==> config.mk <==
export PLATFORM = sky130hd
export DESIGN_NAME = alu_op_sequencer_flat
export DESIGN_NICKNAME = d
export VERILOG_FILES = /design/src/rtl/alu_pkg.sv /design/src/rtl/alu_op_sequencer_if.sv /design/src/rtl/digit_scanner.sv /design/src/rtl/alu_op_sequencer.sv /design/src/flat_wrapper.sv
export SDC_FILE = /design/constraint.sdc
export NUM_CORES = 1
export LEC_CHECK = 0
export CAP_MARGIN = 10
export CELL_PAD_IN_SITES_DETAIL_PLACEMENT = 0
export CELL_PAD_IN_SITES_GLOBAL_PLACEMENT = 1
export CORE_UTILIZATION = 30
export DETAILED_ROUTE_END_ITERATION = 8
export PLACE_DENSITY = 0.73
export SETUP_SLACK_MARGIN = 0.1
export SLEW_MARGIN = 20
export SYNTH_ARGS = -nofsm -noshare
export SYNTH_HDL_FRONTEND = slang
export SYNTH_SLANG_ARGS = --single-unit
==> constraint.sdc <==
create_clock -name clk -period 3.5 [get_ports clk]
set_input_delay 0.875 -clock clk [delete_from_list [all_inputs] [get_ports clk]]
set_output_delay 0.875 -clock clk [all_outputs]
set_load 0.03 [all_outputs]
==> src/rtl/alu_pkg.sv <==
// Shared types and constants for the ALU operation sequencer and its digit scanner.
package alu_pkg;

  localparam int unsigned DISP_W     = 7;
  localparam int unsigned NUM_DIGITS = 6;
  localparam int unsigned OPERAND_W  = 6;
  localparam int unsigned OPCODE_W   = 3;

  typedef enum logic [1:0] {
    ST_IDLE    = 2'd0,
    ST_SETTLE  = 2'd1,
    ST_CAPTURE = 2'd2
  } state_t;

  localparam logic [OPCODE_W-1:0] OP_0 = 3'd0;
  localparam logic [OPCODE_W-1:0] OP_1 = 3'd1;
  localparam logic [OPCODE_W-1:0] OP_2 = 3'd2;
  localparam logic [OPCODE_W-1:0] OP_3 = 3'd3;
  localparam logic [OPCODE_W-1:0] OP_4 = 3'd4;
  localparam logic [OPCODE_W-1:0] OP_5 = 3'd5;
  localparam logic [OPCODE_W-1:0] OP_6 = 3'd6;
  localparam logic [OPCODE_W-1:0] OP_7 = 3'd7;

  typedef logic [NUM_DIGITS-1:0][DISP_W-1:0] disp_words_t;

  // Out-of-range indices light no digit rather than aliasing onto a real one.
  function automatic logic [NUM_DIGITS-1:0] digit_onehot(input logic [2:0] idx);
    logic [NUM_DIGITS-1:0] oh;
    oh = {NUM_DIGITS{1'b0}};
    if (idx < 3'(NUM_DIGITS)) begin
      oh[idx] = 1'b1;
    end else begin
      oh = {NUM_DIGITS{1'b0}};
    end
    return oh;
  endfunction

endpackage

==> src/rtl/alu_op_sequencer_if.sv <==
// Request handshake between the switch/stimulus front end and the sequencer.
interface alu_op_sequencer_if;
  import alu_pkg::*;

  logic                 req_valid;
  logic                 req_ready;
  logic [OPCODE_W-1:0]  opcode;
  logic [OPERAND_W-1:0] operand_a;
  logic [OPERAND_W-1:0] operand_b;

  modport master (output req_valid, output opcode, output operand_a, output operand_b,
                  input req_ready);
  modport slave  (input req_valid, input opcode, input operand_a, input operand_b,
                  output req_ready);
endinterface

==> src/rtl/digit_scanner.sv <==
// Free-running time multiplexer: shows each latched word for SCAN_DIV cycles on one segment bus.
module digit_scanner
  import alu_pkg::*;
#(
  parameter int unsigned SCAN_DIV = 4
) (
  input  logic                  clk,
  input  logic                  reset,
  input  disp_words_t           words,
  output logic [DISP_W-1:0]     seg,
  output logic [NUM_DIGITS-1:0] digit_en
);

  localparam int unsigned          DIV_W    = (SCAN_DIV > 1) ? $clog2(SCAN_DIV) : 1;
  localparam logic [DIV_W-1:0]     DIV_LOAD = DIV_W'(SCAN_DIV - 1);
  localparam logic [2:0]           LAST_IDX = 3'(NUM_DIGITS - 1);

  logic [DIV_W-1:0] div_r;
  logic [2:0]       idx_r;

  // Divider and digit index; reset loads a full period so digit 0 gets a whole slot.
  always_ff @(posedge clk) begin
    if (reset) begin
      div_r <= DIV_LOAD;
      idx_r <= 3'd0;
    end else if (div_r == {DIV_W{1'b0}}) begin
      div_r <= DIV_LOAD;
      idx_r <= (idx_r == LAST_IDX) ? 3'd0 : idx_r + 3'd1;
    end else begin
      div_r <= div_r - DIV_W'(1);
    end
  end

  // One-hot enable and segment select for the current digit.
  always_comb begin
    digit_en = digit_onehot(idx_r);
    seg      = {DISP_W{1'b0}};
    if (idx_r <= LAST_IDX) begin
      seg = words[idx_r];
    end else begin
      seg = {DISP_W{1'b0}};
    end
  end

endmodule

==> src/rtl/alu_op_sequencer.sv <==
// Accepts one ALU request, drives the shared datapath, waits SETTLE cycles, latches the six
// display words and hands them to the digit scanner.
module alu_op_sequencer
  import alu_pkg::*;
#(
  parameter int unsigned SETTLE   = 2,
  parameter int unsigned SCAN_DIV = 4
) (
  input  logic                         clk,
  input  logic                         reset,
  alu_op_sequencer_if.slave            req,
  input  logic                         clear,
  output logic [OPCODE_W-1:0]          op_sel,
  output logic [OPERAND_W-1:0]         op_a,
  output logic [OPERAND_W-1:0]         op_b,
  input  logic [NUM_DIGITS*DISP_W-1:0] disp_in,
  output logic                         done,
  output logic                         busy,
  output logic [DISP_W-1:0]            seg,
  output logic [NUM_DIGITS-1:0]        digit_en
);

  localparam int unsigned      CNT_W    = (SETTLE > 1) ? $clog2(SETTLE) : 1;
  localparam logic [CNT_W-1:0] CNT_LOAD = CNT_W'(SETTLE - 1);

  state_t               state_r, state_s;
  logic [CNT_W-1:0]     cnt_r, cnt_s;
  logic                 accept_s, capture_s, blank_s;
  logic [OPCODE_W-1:0]  op_sel_r;
  logic [OPERAND_W-1:0] op_a_r, op_b_r;
  disp_words_t          disp_r;

  // Next-state logic; clear only blanks while idle so an in-flight capture always wins.
  always_comb begin
    state_s   = state_r;
    cnt_s     = cnt_r;
    accept_s  = 1'b0;
    capture_s = 1'b0;
    blank_s   = 1'b0;
    case (state_r)
      ST_IDLE: begin
        blank_s = clear;
        if (req.req_valid) begin
          accept_s = 1'b1;
          cnt_s    = CNT_LOAD;
          state_s  = ST_SETTLE;
        end else begin
          state_s  = ST_IDLE;
        end
      end
      ST_SETTLE: begin
        if (cnt_r == {CNT_W{1'b0}}) begin
          state_s = ST_CAPTURE;
        end else begin
          cnt_s   = cnt_r - CNT_W'(1);
        end
      end
      ST_CAPTURE: begin
        capture_s = 1'b1;
        state_s   = ST_IDLE;
      end
      default: begin
        state_s = ST_IDLE;
        cnt_s   = {CNT_W{1'b0}};
      end
    endcase
  end

  // State and settle counter registers.
  always_ff @(posedge clk) begin
    if (reset) begin
      state_r <= ST_IDLE;
      cnt_r   <= {CNT_W{1'b0}};
    end else begin
      state_r <= state_s;
      cnt_r   <= cnt_s;
    end
  end

  // Request registers hold until the next accept.
  always_ff @(posedge clk) begin
    if (reset) begin
      op_sel_r <= {OPCODE_W{1'b0}};
      op_a_r   <= {OPERAND_W{1'b0}};
      op_b_r   <= {OPERAND_W{1'b0}};
    end else if (accept_s) begin
      op_sel_r <= req.opcode;
      op_a_r   <= req.operand_a;
      op_b_r   <= req.operand_b;
    end else begin
      op_sel_r <= op_sel_r;
    end
  end

  // Display capture registers.
  always_ff @(posedge clk) begin
    if (reset) begin
      disp_r <= {(NUM_DIGITS*DISP_W){1'b0}};
    end else if (capture_s) begin
      disp_r <= disp_in;
    end else if (blank_s) begin
      disp_r <= {(NUM_DIGITS*DISP_W){1'b0}};
    end else begin
      disp_r <= disp_r;
    end
  end

  assign req.req_ready = (state_r == ST_IDLE);
  assign busy          = (state_r == ST_SETTLE) || (state_r == ST_CAPTURE);
  assign done          = (state_r == ST_CAPTURE);
  assign op_sel        = op_sel_r;
  assign op_a          = op_a_r;
  assign op_b          = op_b_r;

  digit_scanner #(.SCAN_DIV(SCAN_DIV)) u_scanner (
    .clk      (clk),
    .reset    (reset),
    .words    (disp_r),
    .seg      (seg),
    .digit_en (digit_en)
  );

endmodule
==> src/flat_wrapper.sv <==
// flat-port wrapper written by rule: the top's interface ports become plain ports
module alu_op_sequencer_flat import alu_pkg::*;
#(
  parameter int unsigned SETTLE   = 2,
  parameter int unsigned SCAN_DIV = 4
)
  (clk, reset, clear, op_sel, op_a, op_b, disp_in, done, busy, seg, digit_en, req_req_valid, req_opcode, req_operand_a, req_operand_b, req_req_ready);
  alu_op_sequencer_if req_i ();
  input  logic clk;
  input  logic reset;
  input  logic clear;
  output logic [OPCODE_W-1:0] op_sel;
  output logic [OPERAND_W-1:0] op_a;
  output logic [OPERAND_W-1:0] op_b;
  input  logic [NUM_DIGITS*DISP_W-1:0] disp_in;
  output logic done;
  output logic busy;
  output logic [DISP_W-1:0] seg;
  output logic [NUM_DIGITS-1:0] digit_en;
  input wire logic [$bits(req_i.req_valid)-1:0] req_req_valid;
  input wire logic [$bits(req_i.opcode)-1:0] req_opcode;
  input wire logic [$bits(req_i.operand_a)-1:0] req_operand_a;
  input wire logic [$bits(req_i.operand_b)-1:0] req_operand_b;
  output wire logic [$bits(req_i.req_ready)-1:0] req_req_ready;
  assign req_i.req_valid = req_req_valid;
  assign req_i.opcode = req_opcode;
  assign req_i.operand_a = req_operand_a;
  assign req_i.operand_b = req_operand_b;
  assign req_req_ready = req_i.req_ready;
  alu_op_sequencer #(.SETTLE(SETTLE), .SCAN_DIV(SCAN_DIV)) u_core (.clk(clk), .reset(reset), .req(req_i), .clear(clear), .op_sel(op_sel), .op_a(op_a), .op_b(op_b), .disp_in(disp_in), .done(done), .busy(busy), .seg(seg), .digit_en(digit_en));
endmodule
# After elaboration in Yosys (flattened, before gate mapping)
# Index checks and enable logic that the tools add are counted.
dict set report op_classes {
  reduce_logical 7
  bitwise_logic 1
  div 0
  muxes 19
  shifts 0
  n_mul 0
  add_sub_neg 3
  eq_ne 5
  n_lt_le_gt_ge 4
}
# cell n
set op_table {}
lappend op_table {{$mux W42} 2}
lappend op_table {{$bmux W7 S3} 1}
lappend op_table {{$mux W7} 2}
lappend op_table {{$mux W1} 8}
lappend op_table {{$mux W6} 1}
lappend op_table {{$logic_not A2 Y1} 2}
lappend op_table {{$lt A3 B4 Y1 const B} 1}
lappend op_table {{$ne A2 B2 Y1 const B} 2}
lappend op_table {{$pmux W2 S2} 1}
lappend op_table {{$add A3 B1 Y3 const B} 1}
lappend op_table {{$demux W1 S3} 1}
lappend op_table {{$eq A3 B3 Y1 const B} 1}
lappend op_table {{$ge A3 B1 Y1 const B} 1}
lappend op_table {{$le A3 B3 Y1 const B} 1}
lappend op_table {{$lt A3 B3 Y1 const B} 1}
lappend op_table {{$mux W3} 1}
lappend op_table {{$pmux W1 S3} 1}
lappend op_table {{$eq A2 B1 Y1 const B} 1}
lappend op_table {{$eq A2 B2 Y1 const B} 1}
lappend op_table {{$mux W2} 1}
lappend op_table {{$reduce_and A2 Y1} 1}
lappend op_table {{$reduce_bool A2 Y1} 1}
lappend op_table {{$reduce_or A2 Y1} 1}
lappend op_table {{$sub A2 B1 Y2 const B} 1}
lappend op_table {{other kinds (4)} 4}
dict set report totals {
  ff_bits 65
  rom_bits 0
  latchBits 0
  ramBits 0
  mem_count 0
}

# Depth between registers and ports, before layout
dict set report logic_depth {
  word_depth 5
  depth_mapped 7
}

# Cells and area by module
# A second synthesis with hierarchy kept.
dict set report unflattened {
  cells_unflattened 350
  hier_area_um2 3004.1
}
# module cells_per_inst seq_area_each_um2 area_each_um2 instances
set by_module_without_submodules {}
lappend by_module_without_submodules {alu_op_sequencer 278 1201.2 2387.3 1}
lappend by_module_without_submodules {digit_scanner 72 100.1 616.8 1}

# Worst setup path before layout
# Ideal clock, no wire load.
dict set report synth_path {
  path_type {register to output}
  start {reg u_core.u_scanner.idx_r[0]}
  end {out digit_en[0]}
  stages_incl_launch_ff 4
  slack_ps 1289
  t_arrival_ps 1336
  required_time_ps 2625
  path_cell_list {dfxtp_1 > buf_4 > buf_4 > nor3_1}
}
dict set report synth_via {
  elab_chain_len 5
  elab_cells_between_ends 7
}
# item line_no
set synth_rtl {}
lappend synth_rtl {{from (decl)} digit_scanner.sv:19} ;# logic [2:0] idx_r;
lappend synth_rtl {{from (signal assigned)} digit_scanner.sv:28} ;# idx_r <= (idx_r == LAST_IDX) ? 3'd0 : idx_r + 3'd1;
lappend synth_rtl {{$lt A3 B4 Y1 (implied by the code) or $ge A3 B1 Y1 (tied branches)} alu_pkg.sv:31} ;# oh[idx] = 1'b1;
lappend synth_rtl {{$logic_and A1 B1 Y1 (implied by the code)} alu_pkg.sv:31}
lappend synth_rtl {{$mux W1 (implied by the code)} alu_pkg.sv:31}
lappend synth_rtl {{$demux W1 S3} alu_pkg.sv:31}
lappend synth_rtl {{$mux W6 (*)} alu_pkg.sv:30} ;# if (idx < 3'(NUM_DIGITS)) begin
lappend synth_rtl {{to (decl)} flat_wrapper.sv:19} ;# output logic [NUM_DIGITS-1:0] digit_en;
# Every way passes the cells marked *; elsewhere a longest branch is shown, timed or not.

# Worst setup path after layout
dict set report layout_path {
  start {reg u_core.u_scanner.idx_r[1]}
  end {out seg[2]}
}
dict set report layout_via {
  elab_chain_len 3
  elab_cells_between_ends 4
}
# item line_no
set layout_rtl {}
lappend layout_rtl {{$bmux W7 S3} digit_scanner.sv:39} ;# seg = words[idx_r];
lappend layout_rtl {{$mux W7 (implied by the code)} digit_scanner.sv:39}
lappend layout_rtl {{$mux W7 (*)} digit_scanner.sv:38} ;# if (idx_r <= LAST_IDX) begin
lappend layout_rtl {{to (decl)} flat_wrapper.sv:18} ;# output logic [DISP_W-1:0] seg;
# Every way passes the cells marked *; elsewhere a longest branch is shown, timed or not. The select of a mux whose other input is x is not followed.

==> results by group <==
Outcome
  – Status: finished clean

Pwr
  – Lkg Pwr: 1.35 nW
  – Sequential power share: 43.9%
  – Pint: 1.32 mW
  – Worst IR Drop VDD: 0.000216 V
  – Switching Fraction: 27.1%
  – P_sw: 490 uW
  – Combinational share of power: 16.8%
  – Clock power frac: 39.4%
  – Pwr Density: 467 mW/mm^2

Critical path
  – Setup crit start kind: flop
  – Critical path type: reg2out
  – Flop2flop setup slack: 1.60 ns
  – Reg2reg path depth: 7
  – Req. time, crit path: 2.62 ns
  – FF-to-FF End: u_core.disp_r[28]
  – Reg2reg start: u_core.state_r[0]
  – Worst Setup SP: u_core.u_scanner.idx_r[1]
  – Worst Path Max Fanout: 14
  – Setup crit end kind: output port
  – Worst setup endpoint: seg[2]
  – Crit path DAT: 2.25 ns

Floorplanning
  – Die Width: 97.5 um
  – Num rows: 34
  – Core area: 0.00876 mm^2
  – Die Ht: 97.5 um
  – I/O Pins: 92
  – Area of the die: 0.00951 mm^2
  – Starting density of the core: 31.2%

CTS
  – TritonCTS clock tree: yes
  – Root buf cell: clkbuf_8
  – Worst-Skew Late Latency: 0.34 ns
  – Post-CTS setup buffers: 0
  – # H-tree levels: 3
  – CTS Buf Count: 9
  – Cts-stage hold buffer count: 0
  – Reg clk slew, reported paths: 0.08 ns
  – Largest buffer count on any clock path: 2
  – CTS Sinks: 65

Cells and area
  – Area Overhead vs Synth: 41.6%
  – Post-layout nets: 450
  – Diode count: 0
  – Most frequent cells in the layout: clkdlybuf4s50_1, dfxtp_1, nor2_1
  – Share of cells above drive strength 1: 7.22%
  – Commonest non-fill, non-tap cell in the layout: clkdlybuf4s50_1

Timing
  – Hold Vio Cnt, Final: 0
  – Slew Viols, Final: 0
  – Measured slew at the worst slew-check pin: 0.607 ns
  – Unrepaired setup endpoints after global routing: no
  – Total negative slack for setup checks: 0 ns
  – Min cycle time layout: 3.12 ns
  – Max_slew headroom: 59.5%
  – Clk_skew: 0.0105 ns
  – Achievable Freq: 0.320 GHz
  – Setup ws final: 0.376 ns
  – Final setup viols: 0
  – Fin crit share: 89.3%

Synthesis
  – Sequential fraction of the synthesis area: 47.5%
  – Syn Area/Cell: 9.10 um^2
  – Cells after Synth: 301
  – Synth top area share: 47.5%
  – Syn nets: 368
  – Yosys top cell by area: dfxtp_1
  – Top post-synthesis cells by area: dfxtp_1, a22oi_1, mux2i_1
  – Synth Warn #: 0
  – Synth unique cells: 27
  – Register bit total from synthesis: 65
  – Synthesized area: 0.00274 mm^2

Placed design
  – Post-Place Worst Slack: 0.427 ns
  – Placer Congestion: 0.724
  – Post-DP HPWL: 5070 um
  – Number of I/O port buffers: 91

Detailed routing
  – DRC: 0
  – Detailed-route wire length per cell: 14.9 um
  – Routed vias: 2,421
  – Number of routed nets with antenna violations: 0
  – Detailed-route wire length: 7370 um
  – Met3 WL: 355 um
  – Vias per Instance: 4.88
  – Routed length on met2: 3260 um
  – Wire length on met1: 3660 um
  – DRT Pass-1 Iters: 4
  – Top Layer Used: met4
  – DR iter-0 viols: 94

Global routing
  – Tot GR Track Use: 15.4%
  – Antenna violations before repair: 0
  – Largest net degree at the start of global routing: 47
  – Vias in the first global route: 2,210
  – Grt ovf: 0
  – First-pass GRT wire length: 11,600 um

Min path
  – Hold Path Class: reg2reg

Flow run
  – Max-cap violations: 0
## state kept, by name, indices dropped and copies added, names as in the netlist
name and count:
u_core.state_r 2, u_core.op_b 6, u_core.disp_r 42, u_core.op_a 6
u_core.op_sel 3, u_core.cnt_r 1, u_core.u_scanner.idx_r 3, u_core.u_scanner.div_r 2
## synthesized netlist by cell type (all sizes together)
library cell,n
a21oi,20
a22oi,42
and2,1
and3,1
buf,18
clkbuf,7
dfxtp,65
ha,6
inv,6
mux2i,22
nand2,38
nand2b,1
nand3,2
nor2,50
nor2b,2
nor3,3
o21ai,1
o221ai,7
or3,8
xnor2,1
## power groups by stage
stage	Sequential [mW]	Combinational [mW]	Clock, mW
2_1_floorplan	0.831	0.157	0
3_3_place_gp	0.813	0.303	0
3_5_place_dp	0.812	0.307	0
4_1_cts	0.795	0.308	0.737
5_1_grt	0.800	0.330	0.775
6_report	0.795	0.304	0.713
## worst min-delay path by stage
stage                              start                   endpoint  slack, ns  cells after the start
6_report       u_core.u_scanner.div_r[0]  u_core.u_scanner.div_r[0]       0.39                      1
5_1_grt        u_core.u_scanner.div_r[0]  u_core.u_scanner.div_r[0]       0.42                      1
4_1_cts        u_core.u_scanner.div_r[0]  u_core.u_scanner.div_r[0]       0.39                      1
3_5_place_dp   u_core.u_scanner.div_r[0]  u_core.u_scanner.div_r[0]       0.37                      1
3_3_place_gp   u_core.u_scanner.div_r[0]  u_core.u_scanner.div_r[0]       0.37                      1
2_1_floorplan  u_core.u_scanner.div_r[0]  u_core.u_scanner.div_r[0]       0.36                      1
## layout make-up
type,instances,area [um^2]
Clock buffer,9,124
Clock inverter,7,101
Fill cell,874,4890
Inverter,6,27.5
Multi-Input combinational cell,205,1240
Sequential cell,65,1300
Tap cell,108,135
Timing Repair Buffer,96,943
## worst max-delay path: stages, from the launching register on
cell and delay (ns):
dfxtp_2 0.61, mux2i_1 0.16, or3_1 0.32, o221ai_1 0.10
clkdlybuf4s50_1 0.71
## stage by stage
step | utilization [%] | total power, mW | hold WS [ns] | std cells | cell area [um^2]
after global placement | 41.7 | 1.12 | 0.365 | 480 | 3650
after CTS | 44.2 | 1.84 | 0.389 | 496 | 3880
final | 44.2 | 1.81 | 0.385 | 496 | 3880
after detailed placement | 41.7 | 1.12 | 0.371 | 480 | 3650
after global routing | 44.2 | 1.90 | 0.419 | 496 | 3880
after floorplan | - | 0.987 | 0.358 | 301 | 2740
## what timing repair did
action                     CTS  global route
hold endpoints to repair     0             0
setup endpoints to repair    4             0
resized for setup            1             0
## layer usage
| layer | vias to the layer above | GRT usage [%] |
|---|---|---|
| li1 | 1213 | - |
| met1 | 1129 | 22.3 |
| met2 | 71 | 21.9 |
| met3 | 8 | 3.17 |
| met4 | 0 | 6.45 |
| met5 | - | 0 |
## cells by family after synthesis
kind of cell | after synthesis | share of synthesized area (%)
AO/OA/AOI/OAI | 70 | 18.1
XOR/XNOR | 1 | 0.320
adder cells (fa/ha/maj) | 6 | 2.74
buffers and inverters | 31 | 7.04
flip-flops | 65 | 47.5
multiplexers | 22 | 8.04
AND/OR/NAND/NOR | 106 | 16.2
No activity file was read; power rests on OpenSTA's default activity.
